**src/rtl/io_pkg.sv**
```systemverilog
// io_pkg: shared definitions for the sc_cpu memory-mapped I/O block.
//
// Holds the default I/O window base, the register offsets inside the
// window, the CTRL field positions and the STAT bit position, plus a
// packed view of CTRL and a helper that renders it as a bus word.
// Used by mmio_io_ctrl and io_timer.
package io_pkg;

  // Default base of the 256-byte I/O window (upper 24 bits are decoded).
  localparam logic [31:0] IO_BASE = 32'hFFFF_FF00;

  // Register offsets (low byte of the address).
  localparam logic [7:0] OFS_LED     = 8'h00;
  localparam logic [7:0] OFS_CTRL    = 8'h04;
  localparam logic [7:0] OFS_CNT     = 8'h08;
  localparam logic [7:0] OFS_CMP     = 8'h0C;
  localparam logic [7:0] OFS_STAT    = 8'h10;
  localparam logic [7:0] OFS_SCRATCH = 8'h14;

  // CTRL bit positions.
  localparam int CTRL_EN        = 0;
  localparam int CTRL_AR        = 1;
  localparam int CTRL_IRQ       = 2;
  localparam int CTRL_PRESC_LSB = 8;
  localparam int CTRL_PRESC_MSB = 15;

  // STAT bit positions.
  localparam int STAT_MATCH = 0;

  // Stored CTRL fields; unimplemented bits are not kept.
  typedef struct packed {
    logic [7:0] presc;
    logic       irq_en;
    logic       ar;
    logic       en;
  } ctrl_t;

  // Render CTRL as the 32-bit word a load returns; unused bits read 0.
  function automatic logic [31:0] ctrl_pack(input ctrl_t c);
    logic [31:0] w;
    w = '0;
    w[CTRL_EN]  = c.en;
    w[CTRL_AR]  = c.ar;
    w[CTRL_IRQ] = c.irq_en;
    w[CTRL_PRESC_MSB:CTRL_PRESC_LSB] = c.presc;
    return w;
  endfunction

endpackage

```
**src/rtl/io_timer.sv**
```systemverilog
// io_timer: prescaled 32-bit timer with compare/match flag and interrupt.
//
// Ports:
//   clk_5m, sys_rst_n   clock, asynchronous active-low reset
//   wr_ctrl/wr_cnt/
//   wr_cmp/wr_stat      one-cycle write strobes, already decoded by the top
//   wdata               store data for the strobed register
//   ctrl_rd, cnt_rd,
//   cmp_rd, stat_rd     current register contents as bus words
//   timer_irq           registered MATCH && CTRL.IRQ_EN
//
// Priority inside one cycle (later assignments in the comb block win):
//   tick update < W1C of MATCH < new match set < CTRL write < CNT write.
// A CTRL or CNT write also restarts the prescaler from 0.
module io_timer
  import io_pkg::*;
(
  input  logic        clk_5m,
  input  logic        sys_rst_n,
  input  logic        wr_ctrl,
  input  logic        wr_cnt,
  input  logic        wr_cmp,
  input  logic        wr_stat,
  input  logic [31:0] wdata,
  output logic [31:0] ctrl_rd,
  output logic [31:0] cnt_rd,
  output logic [31:0] cmp_rd,
  output logic [31:0] stat_rd,
  output logic        timer_irq
);

  ctrl_t       ctrl_q, ctrl_d;
  logic [7:0]  psc_q, psc_d;
  logic [31:0] cnt_q, cnt_d;
  logic [31:0] cmp_q, cmp_d;
  logic        match_q, match_d;
  logic        irq_q, irq_d;
  logic        tick;
  logic        cmp_eq;
  logic        match_set;

  always_comb begin
    tick      = ctrl_q.en && (psc_q == ctrl_q.presc);
    cmp_eq    = (cnt_q == cmp_q);
    match_set = tick && cmp_eq;

    ctrl_d  = ctrl_q;
    psc_d   = psc_q;
    cnt_d   = cnt_q;
    cmp_d   = cmp_q;
    match_d = match_q;

    // Prescaler only advances while enabled; it holds otherwise.
    if (ctrl_q.en) begin
      psc_d = tick ? 8'd0 : psc_q + 8'd1;
    end

    if (tick) begin
      if (cmp_eq) begin
        if (ctrl_q.ar) begin
          cnt_d = '0;
        end else begin
          ctrl_d.en = 1'b0;      // one-shot: count holds, timer stops
        end
      end else begin
        cnt_d = cnt_q + 32'd1;   // natural wrap, no match on wrap
      end
    end

    // W1C first so that a match in the same cycle re-sets the flag.
    if (wr_stat && wdata[STAT_MATCH]) begin
      match_d = 1'b0;
    end
    if (match_set) begin
      match_d = 1'b1;
    end

    if (wr_ctrl) begin
      ctrl_d.en     = wdata[CTRL_EN];
      ctrl_d.ar     = wdata[CTRL_AR];
      ctrl_d.irq_en = wdata[CTRL_IRQ];
      ctrl_d.presc  = wdata[CTRL_PRESC_MSB:CTRL_PRESC_LSB];
      psc_d         = '0;
    end

    if (wr_cnt) begin
      cnt_d = wdata;
      psc_d = '0;
    end

    if (wr_cmp) begin
      cmp_d = wdata;
    end

    // Built from the next-state values so the interrupt rises on the
    // same edge as MATCH.
    irq_d = match_d && ctrl_d.irq_en;
  end

  always_ff @(posedge clk_5m or negedge sys_rst_n) begin
    if (!sys_rst_n) begin
      ctrl_q  <= '0;
      psc_q   <= '0;
      cnt_q   <= '0;
      cmp_q   <= '0;
      match_q <= 1'b0;
      irq_q   <= 1'b0;
    end else begin
      ctrl_q  <= ctrl_d;
      psc_q   <= psc_d;
      cnt_q   <= cnt_d;
      cmp_q   <= cmp_d;
      match_q <= match_d;
      irq_q   <= irq_d;
    end
  end

  always_comb begin
    ctrl_rd             = ctrl_pack(ctrl_q);
    cnt_rd              = cnt_q;
    cmp_rd              = cmp_q;
    stat_rd             = '0;
    stat_rd[STAT_MATCH] = match_q;
  end

  assign timer_irq = irq_q;

endmodule

```
**src/rtl/mmio_io_ctrl.sv**
```systemverilog
// mmio_io_ctrl: memory-mapped I/O controller on the sc_cpu data bus.
//
// Decodes the 256-byte window at IO_BASE and holds the LED register, a
// SCRATCH register and, when the IO_TIMER_EN macro is defined, the
// io_timer block (CTRL/CNT/CMP/STAT). With IO_TIMER_EN undefined the
// timer offsets read 0, writes to them are dropped and timer_irq is 0.
//
// Ports:
//   clk_5m      system clock
//   sys_rst_n   asynchronous active-low reset
//   mem_addr    byte address from the core
//   mem_wdata   store data
//   mem_we      store strobe
//   mem_rdata   load data (combinational)
//   led         LED register contents (registered)
//   timer_irq   timer interrupt (registered)
//
// Bus protocol: there is no valid/ready handshake. A load is any cycle
// the core drives mem_addr; mem_rdata answers in the same cycle with the
// pre-edge register value. A store is a cycle with mem_we=1; it always
// completes on that cycle's rising edge (no back-pressure). Accesses
// outside the window or not word-aligned read 0 and store nothing.
module mmio_io_ctrl #(
  parameter logic [31:0] IO_BASE = io_pkg::IO_BASE,
  parameter int          LED_W   = 8
) (
  input  logic             clk_5m,
  input  logic             sys_rst_n,
  input  logic [31:0]      mem_addr,
  input  logic [31:0]      mem_wdata,
  input  logic             mem_we,
  output logic [31:0]      mem_rdata,
  output logic [LED_W-1:0] led,
  output logic             timer_irq
);

  import io_pkg::*;

  logic             hit;
  logic [7:0]       ofs;
  logic             we_hit;
  logic             wr_led;
  logic             wr_scratch;
  logic [LED_W-1:0] led_q, led_d;
  logic [31:0]      scratch_q, scratch_d;

  assign ofs        = mem_addr[7:0];
  assign hit        = (mem_addr[31:8] == IO_BASE[31:8]) && (mem_addr[1:0] == 2'b00);
  assign we_hit     = mem_we && hit;
  assign wr_led     = we_hit && (ofs == OFS_LED);
  assign wr_scratch = we_hit && (ofs == OFS_SCRATCH);

`ifdef IO_TIMER_EN
  logic        wr_ctrl;
  logic        wr_cnt;
  logic        wr_cmp;
  logic        wr_stat;
  logic [31:0] ctrl_rd;
  logic [31:0] cnt_rd;
  logic [31:0] cmp_rd;
  logic [31:0] stat_rd;

  assign wr_ctrl = we_hit && (ofs == OFS_CTRL);
  assign wr_cnt  = we_hit && (ofs == OFS_CNT);
  assign wr_cmp  = we_hit && (ofs == OFS_CMP);
  assign wr_stat = we_hit && (ofs == OFS_STAT);

  io_timer u_timer (
    .clk_5m    (clk_5m),
    .sys_rst_n (sys_rst_n),
    .wr_ctrl   (wr_ctrl),
    .wr_cnt    (wr_cnt),
    .wr_cmp    (wr_cmp),
    .wr_stat   (wr_stat),
    .wdata     (mem_wdata),
    .ctrl_rd   (ctrl_rd),
    .cnt_rd    (cnt_rd),
    .cmp_rd    (cmp_rd),
    .stat_rd   (stat_rd),
    .timer_irq (timer_irq)
  );
`else
  assign timer_irq = 1'b0;
`endif

  always_comb begin
    led_d     = led_q;
    scratch_d = scratch_q;
    if (wr_led) begin
      led_d = mem_wdata[LED_W-1:0];
    end
    if (wr_scratch) begin
      scratch_d = mem_wdata;
    end
  end

  always_ff @(posedge clk_5m or negedge sys_rst_n) begin
    if (!sys_rst_n) begin
      led_q     <= '0;
      scratch_q <= '0;
    end else begin
      led_q     <= led_d;
      scratch_q <= scratch_d;
    end
  end

  // Read mux reflects current flop contents, so a load in a store cycle
  // returns the value from before the store.
  always_comb begin
    mem_rdata = '0;
    if (hit) begin
      case (ofs)
        OFS_LED:     mem_rdata[LED_W-1:0] = led_q;
        OFS_SCRATCH: mem_rdata = scratch_q;
`ifdef IO_TIMER_EN
        OFS_CTRL:    mem_rdata = ctrl_rd;
        OFS_CNT:     mem_rdata = cnt_rd;
        OFS_CMP:     mem_rdata = cmp_rd;
        OFS_STAT:    mem_rdata = stat_rd;
`endif
        default:     mem_rdata = '0;
      endcase
    end
  end

  assign led = led_q;

endmodule

```
**config.mk**
```make
export PLATFORM = sky130hd
export DESIGN_NAME = mmio_io_ctrl
export DESIGN_NICKNAME = d
export VERILOG_FILES = /design/src/rtl/io_pkg.sv /design/src/rtl/io_timer.sv /design/src/rtl/mmio_io_ctrl.sv
export SDC_FILE = /design/constraint.sdc
export NUM_CORES = 1
export LEC_CHECK = 0
export ABC_AREA = 1
export CORE_AREA = 2 2 73 75
export DETAILED_ROUTE_END_ITERATION = 12
export DIE_AREA = 0 0 75 77
export PLACE_DENSITY_LB_ADDON = 0.05
export SLEW_MARGIN = 20
export SYNTH_ARGS = -nofsm -noshare
export SYNTH_HDL_FRONTEND = slang
export SYNTH_HIERARCHICAL = 1
export SYNTH_SLANG_ARGS = --single-unit
```
**constraint.sdc**
```tcl
create_clock -name clk_5m -period 3.4 [get_ports clk_5m]
set_input_delay 0.51 -clock clk_5m [delete_from_list [all_inputs] [get_ports clk_5m]]
set_output_delay 0.51 -clock clk_5m [all_outputs]
set_load 0.05 [all_outputs]
```
-- Word level (Yosys, flattened, before mapping)
Cells that the tools add are included.
- add/subtract/negate cells: 0
- multiply operators: 0
- div/mod/pow operators: 0
- order comparisons: 0
- eq/ne operators: 2
- shifts and indexed selects: 0
- multiplexer cells: 3
- bitwise operators: 0
- reduce and logical (&&, ||, !) cells: 6
- operator list (cell ; count):
    2-to-1 mux 32 bit ; 1
    equality test 24 bit (second input constant) ; 1
    2-to-1 mux 24 bit ; 1
    one-hot mux 8 bit (2 select lines) ; 1
    equality test 8 x 5 -> 1 bit (second input constant) ; 1
    logical NOT 8 bit ; 1
    logical AND 1 bit ; 4
    logical NOT 2 bit ; 1
- flip-flop bits (word level): 40
- latch bits: 0
- bits in writable memories: 0
- memory bits (read-only): 0
- bits of input ports: 67
- output and inout bits: 41
- word-level logic and storage cells: 13
- memories kept: 0

-- Logic depth before layout (Yosys ltp)
- word-level depth: 4
- mapped depth: 9
- gate-level depth less buffers: 8

-- Least setup slack after synthesis
OpenSTA, ideal clock, no wires.
- kind: input to output
- from: input mem_addr[1]
- to: output mem_rdata[4]
- arrival: 1.982 ns
- data required time: 2.890 ns
- path slack: 0.908 ns
- cell stages on the path: 7
- path buffers: 2
- path through: nor2_1 > nand2_1 > nor2_1 > buf_4 > buf_4 > nand2_1 > a21oi_1
- longest elaborated chain between the ends: 3
- elaborated cells between the ends (all ways): 6
- classes of those cells: eq/ne: 1; mux: 2; reduce/logical: 3
- RTL lines (item ; line ; source):
    start: declaration ; mmio_io_ctrl.sv:29 ; input logic [31:0] mem_addr,
    equality test 8 x 5 -> 1 bit, or another cell as far along ; mmio_io_ctrl.sv:112 ; case (ofs)
    one-hot mux 8 bit (2 select lines) / logical AND 1 bit (equally long branches) ; mmio_io_ctrl.sv:112, mmio_io_ctrl.sv:48 ;
    2-to-1 mux 32 bit (*) ; mmio_io_ctrl.sv:111 ; if (hit) begin
    end: declaration ; mmio_io_ctrl.sv:32 ; output logic [31:0] mem_rdata,
Mark *: on every way between the ends. The rest lies on a longest branch, timed or not.

-- Worst setup path in the final report
- from: input mem_addr[8]
- to: output mem_rdata[2]
- longest elaborated chain between the ends: 3
- RTL lines (item ; line ; source):
    equality test 24 bit ; mmio_io_ctrl.sv:48 ; assign hit = (mem_addr[31:8] == IO_BASE[31:8]) && (mem_addr[1:0] == 2'b00);
    logical AND 1 bit ; mmio_io_ctrl.sv:48 ;
    2-to-1 mux 32 bit ; mmio_io_ctrl.sv:111 ;
Every way passes these cells.

==> run summary <==
The min-delay analysis places its worst path in the category in -> async. The maximum number of buffers from clock root to sink is 2. The warning count from the yosys run is 6. In the global route stage, met2 resource usage came out at 34.6%.

The via count is 2172. The critical path starts at mem_addr[8]. The worst slew slack as a fraction of its limit came out at 41.5%. The critical path data arrival time is 2.34 ns. The time the worst path needs with I/O delays and setup came out at 2.85 ns.

The run finished with clean final reports. The routability congestion estimate from global placement is 0.701. The maximum fanout count along the critical path is 33. Counting stages on the worst path, the most repeated cell is nand2_1. The fraction of met3 tracks used by global routing is 4.60%. The highest attainable clock frequency came out at 0.351 GHz.

The flop-to-flop setup slack came out at 2.75 ns. The total count of hold-check failures in the final report is 0. The count of final setup violators is 0. The level count of the clock H-tree is 2. Clock tree synthesis selected as its root buffer the cell clkbuf_8.

The area of combinational cells with multiple inputs is 946 µm². The sum of routed wire length over all layers is 5820 µm. Once the clock tree was built, the resizer swapped 0 gates to a different size.

In this design, the stage delay of the slowest critical-path cell is 0.45 ns. The standard-cell row count is 26. The TritonCTS clock tree is done.

The chip height is 77 µm. The total nets after synthesis came out at 354. STA classifies the critical path startpoint as an input pin.

The top cell types in the final layout, fill and taps aside, are 135 x nand2_1, 73 x clkdlybuf4s50_1, 41 x nand3_1. The number of nets with antenna violations after detailed routing is 0. The number of buffers added by the clock tree synthesis step is 5. The area of all placed cells without fillers came out at 3530 µm². The leakage dissipation came out at 0.00156 µW. The slew at the pin closest to its max-slew limit is 0.877 ns.

The total number of nets in the final design is 451. The count of buffers from port buffering is 106. The final setup skew is 0 ns. The number of global-route vias before repair came out at 2021.

Clock-pin slew was measured on the worst setup and hold paths at 0.08 ns. The first-pass GRT wire length came out at 9550 µm. The cell area reported after detailed placement is 3410 µm².

The width of the die came out at 75 µm. The number of hold buffers added after CTS was 0. The average wire length per cell after detail routing came out at 12.8 µm. The total overflow left after global routing is 0. The met1 layer usage reported by global route came out at 28.1%.

Cells with a size suffix above 1 make up 13.0% of the layout. The clock latency on the worst-skew pair came out at 0.28 ns. The fill cell instance count of the final layout is 402.

Setup repair after global routing left no endpoint under its margin. The library cell used most frequently in the layout, excluding fill and tap cells, is nand2_1. The synthesized instance count is 287. A synthesized cell averages 7.15 µm². The number of DRC violations after detailed routing came out at 0. The worst register-to-register path ends at led[5].

The worst setup path is captured at an output pin. For this configuration, the core starts out at a cell density of 41.2%. The clock sink count is 40. The library cell contributing the largest single delay on the critical path is clkdlybuf4s50_1. The core region is 4980 µm². The area growth from synthesis to layout is 71.9%. The sequential standard cell area is 1000 µm². The floorplan step defined a die boundary enclosing 5780 µm². Entering global routing, the biggest net connects 66 pins.

The number of DRC markers after the initial detailed-route iteration came out at 118. The number of library cell types mapped by synthesis came out at 14. The antenna diode instance count is 0. The number of setup buffers added after CTS is 0. Max-cap violations in this run came to 0. The total routing usage reported by global routing is 20.9%. The number of flip-flops and latches in the synthesized netlist came out at 40. The final max-slew violation count came out at 0. The critical path goes through clkdlybuf4s50_1 > nand2_1 > nor2_1 > nand2_1 > nor2_2 > nand2_2 > a21oi_1 > buf_12. In the routed layout, each cell is associated on average with a via count of 4.77. The worst register-to-register path begins at led[5]. The power per unit of standard cell area is 275 nW/µm². During I/O placement, the number of pins put on the boundary was 108. met2 is the most crowded layer. The worst-case vdd ir drop came out at 257 µV. For the worst setup path, the data required time is 2.89 ns. The initial antenna violation count is 0. The detailed placer's ending HPWL came out at 4000 µm.

The cell area that synthesis handed to floorplanning was 2050 µm². The post-route fraction of the period consumed by the critical path came out at 83.8%. The first-pass iteration count of the detailed router came out at 4. The setup TNS after final layout is 0 ns. The depth of the worst register-to-register path came out at 2. Following the worst setup path forward leads to its endpoint at mem_rdata[2].

By startpoint and endpoint, the worst setup path is classified as in -> out. The sequential-to-total area share from yosys stat came out at 48.8%.
[kinds of logic after synthesis]
kind of cell           Yosys count  synth area share (%)
AO/OA/AOI/OAI                    8                  1.95
buffers and inverters           20                  5.49
flip-flops                      40                  48.8
other                            1                 0.183
AND/OR/NAND/NOR                218                  43.6
[synth_stat cells]
cell type	number	area share [%]
nand3_1	41	10
a21oi_1	8	2.0
conb_1	1	0.18
inv_1	1	0.18
dfrtp_1	40	49
clkbuf_1	3	0.55
buf_4	7	2.6
buf_2	9	2.2
nor2_1	34	6.2
nand2_2	1	0.31
nor2_2	3	0.91
nand4_1	3	0.91
nand2_1	135	25
nor2_4	1	0.55
[report_power, final]
group	internal [µW]	total, µW	switching, µW	leakage, µW
sequential	475	475	0.000000532	0.000559
combinational	68.2	96.5	28.3	0.000947
clock	221	399	178	0.0000548
[per-layer routing]
| metal | share of wire, % | vias to the layer above |
|---|---|---|
| met5 | 0 | - |
| met4 | 0.33 | 0 |
| met2 | 51 | 74 |
| met3 | 7.0 | 2 |
| met1 | 42 | 1005 |
| li1 | - | 1091 |
[worst max-delay path, delay by kind of cell]
kind	cells	cell delay [ns]
compound gates	1	0.42
simple gates	5	0.76
buf+inv	2	0.63
[worst min path at each step]
stage | from | to | slack [ns] | cells after the start
after global routing | sys_rst_n | scratch_q[6] | 0.41 | 1
after CTS | sys_rst_n | led[2] | 0.36 | 1
final | sys_rst_n | led[4] | 0.33 | 1
after floorplan | sys_rst_n | led[0] | 0.21 | 0
after global placement | scratch_q[24] | scratch_q[24] | 0.46 | 2
after detailed placement | scratch_q[30] | scratch_q[30] | 0.47 | 2
[state kept, by name (all words and copies together), names as in the netlist]
| signal | count |
|---|---|
| led | 8 |
| scratch_q | 32 |
[cell type report]
type	instances	share of cell area, %
clock buffer	5	1.95
multi-input combinational	227	26.8
tap	70	2.48
clock inverter	3	1.31
sequential	40	28.4
inverter	1	0.106
timing repair buffer	109	39.0
[stage by stage]
stage | std cells | util [%] | hold slack (ns) | setup slack, ns | total power, µW
floorplan | 287 | - | 0.214 | 0.908 | 495
global placement | 447 | 68.6 | 0.461 | 0.584 | 581
detailed placement | 447 | 68.6 | 0.465 | 0.512 | 582
CTS | 455 | 70.9 | 0.364 | 0.515 | 985
global route | 455 | 70.9 | 0.411 | 0.346 | 1010
finish | 455 | 70.9 | 0.333 | 0.550 | 971
(Power assumes the default switching activity.)
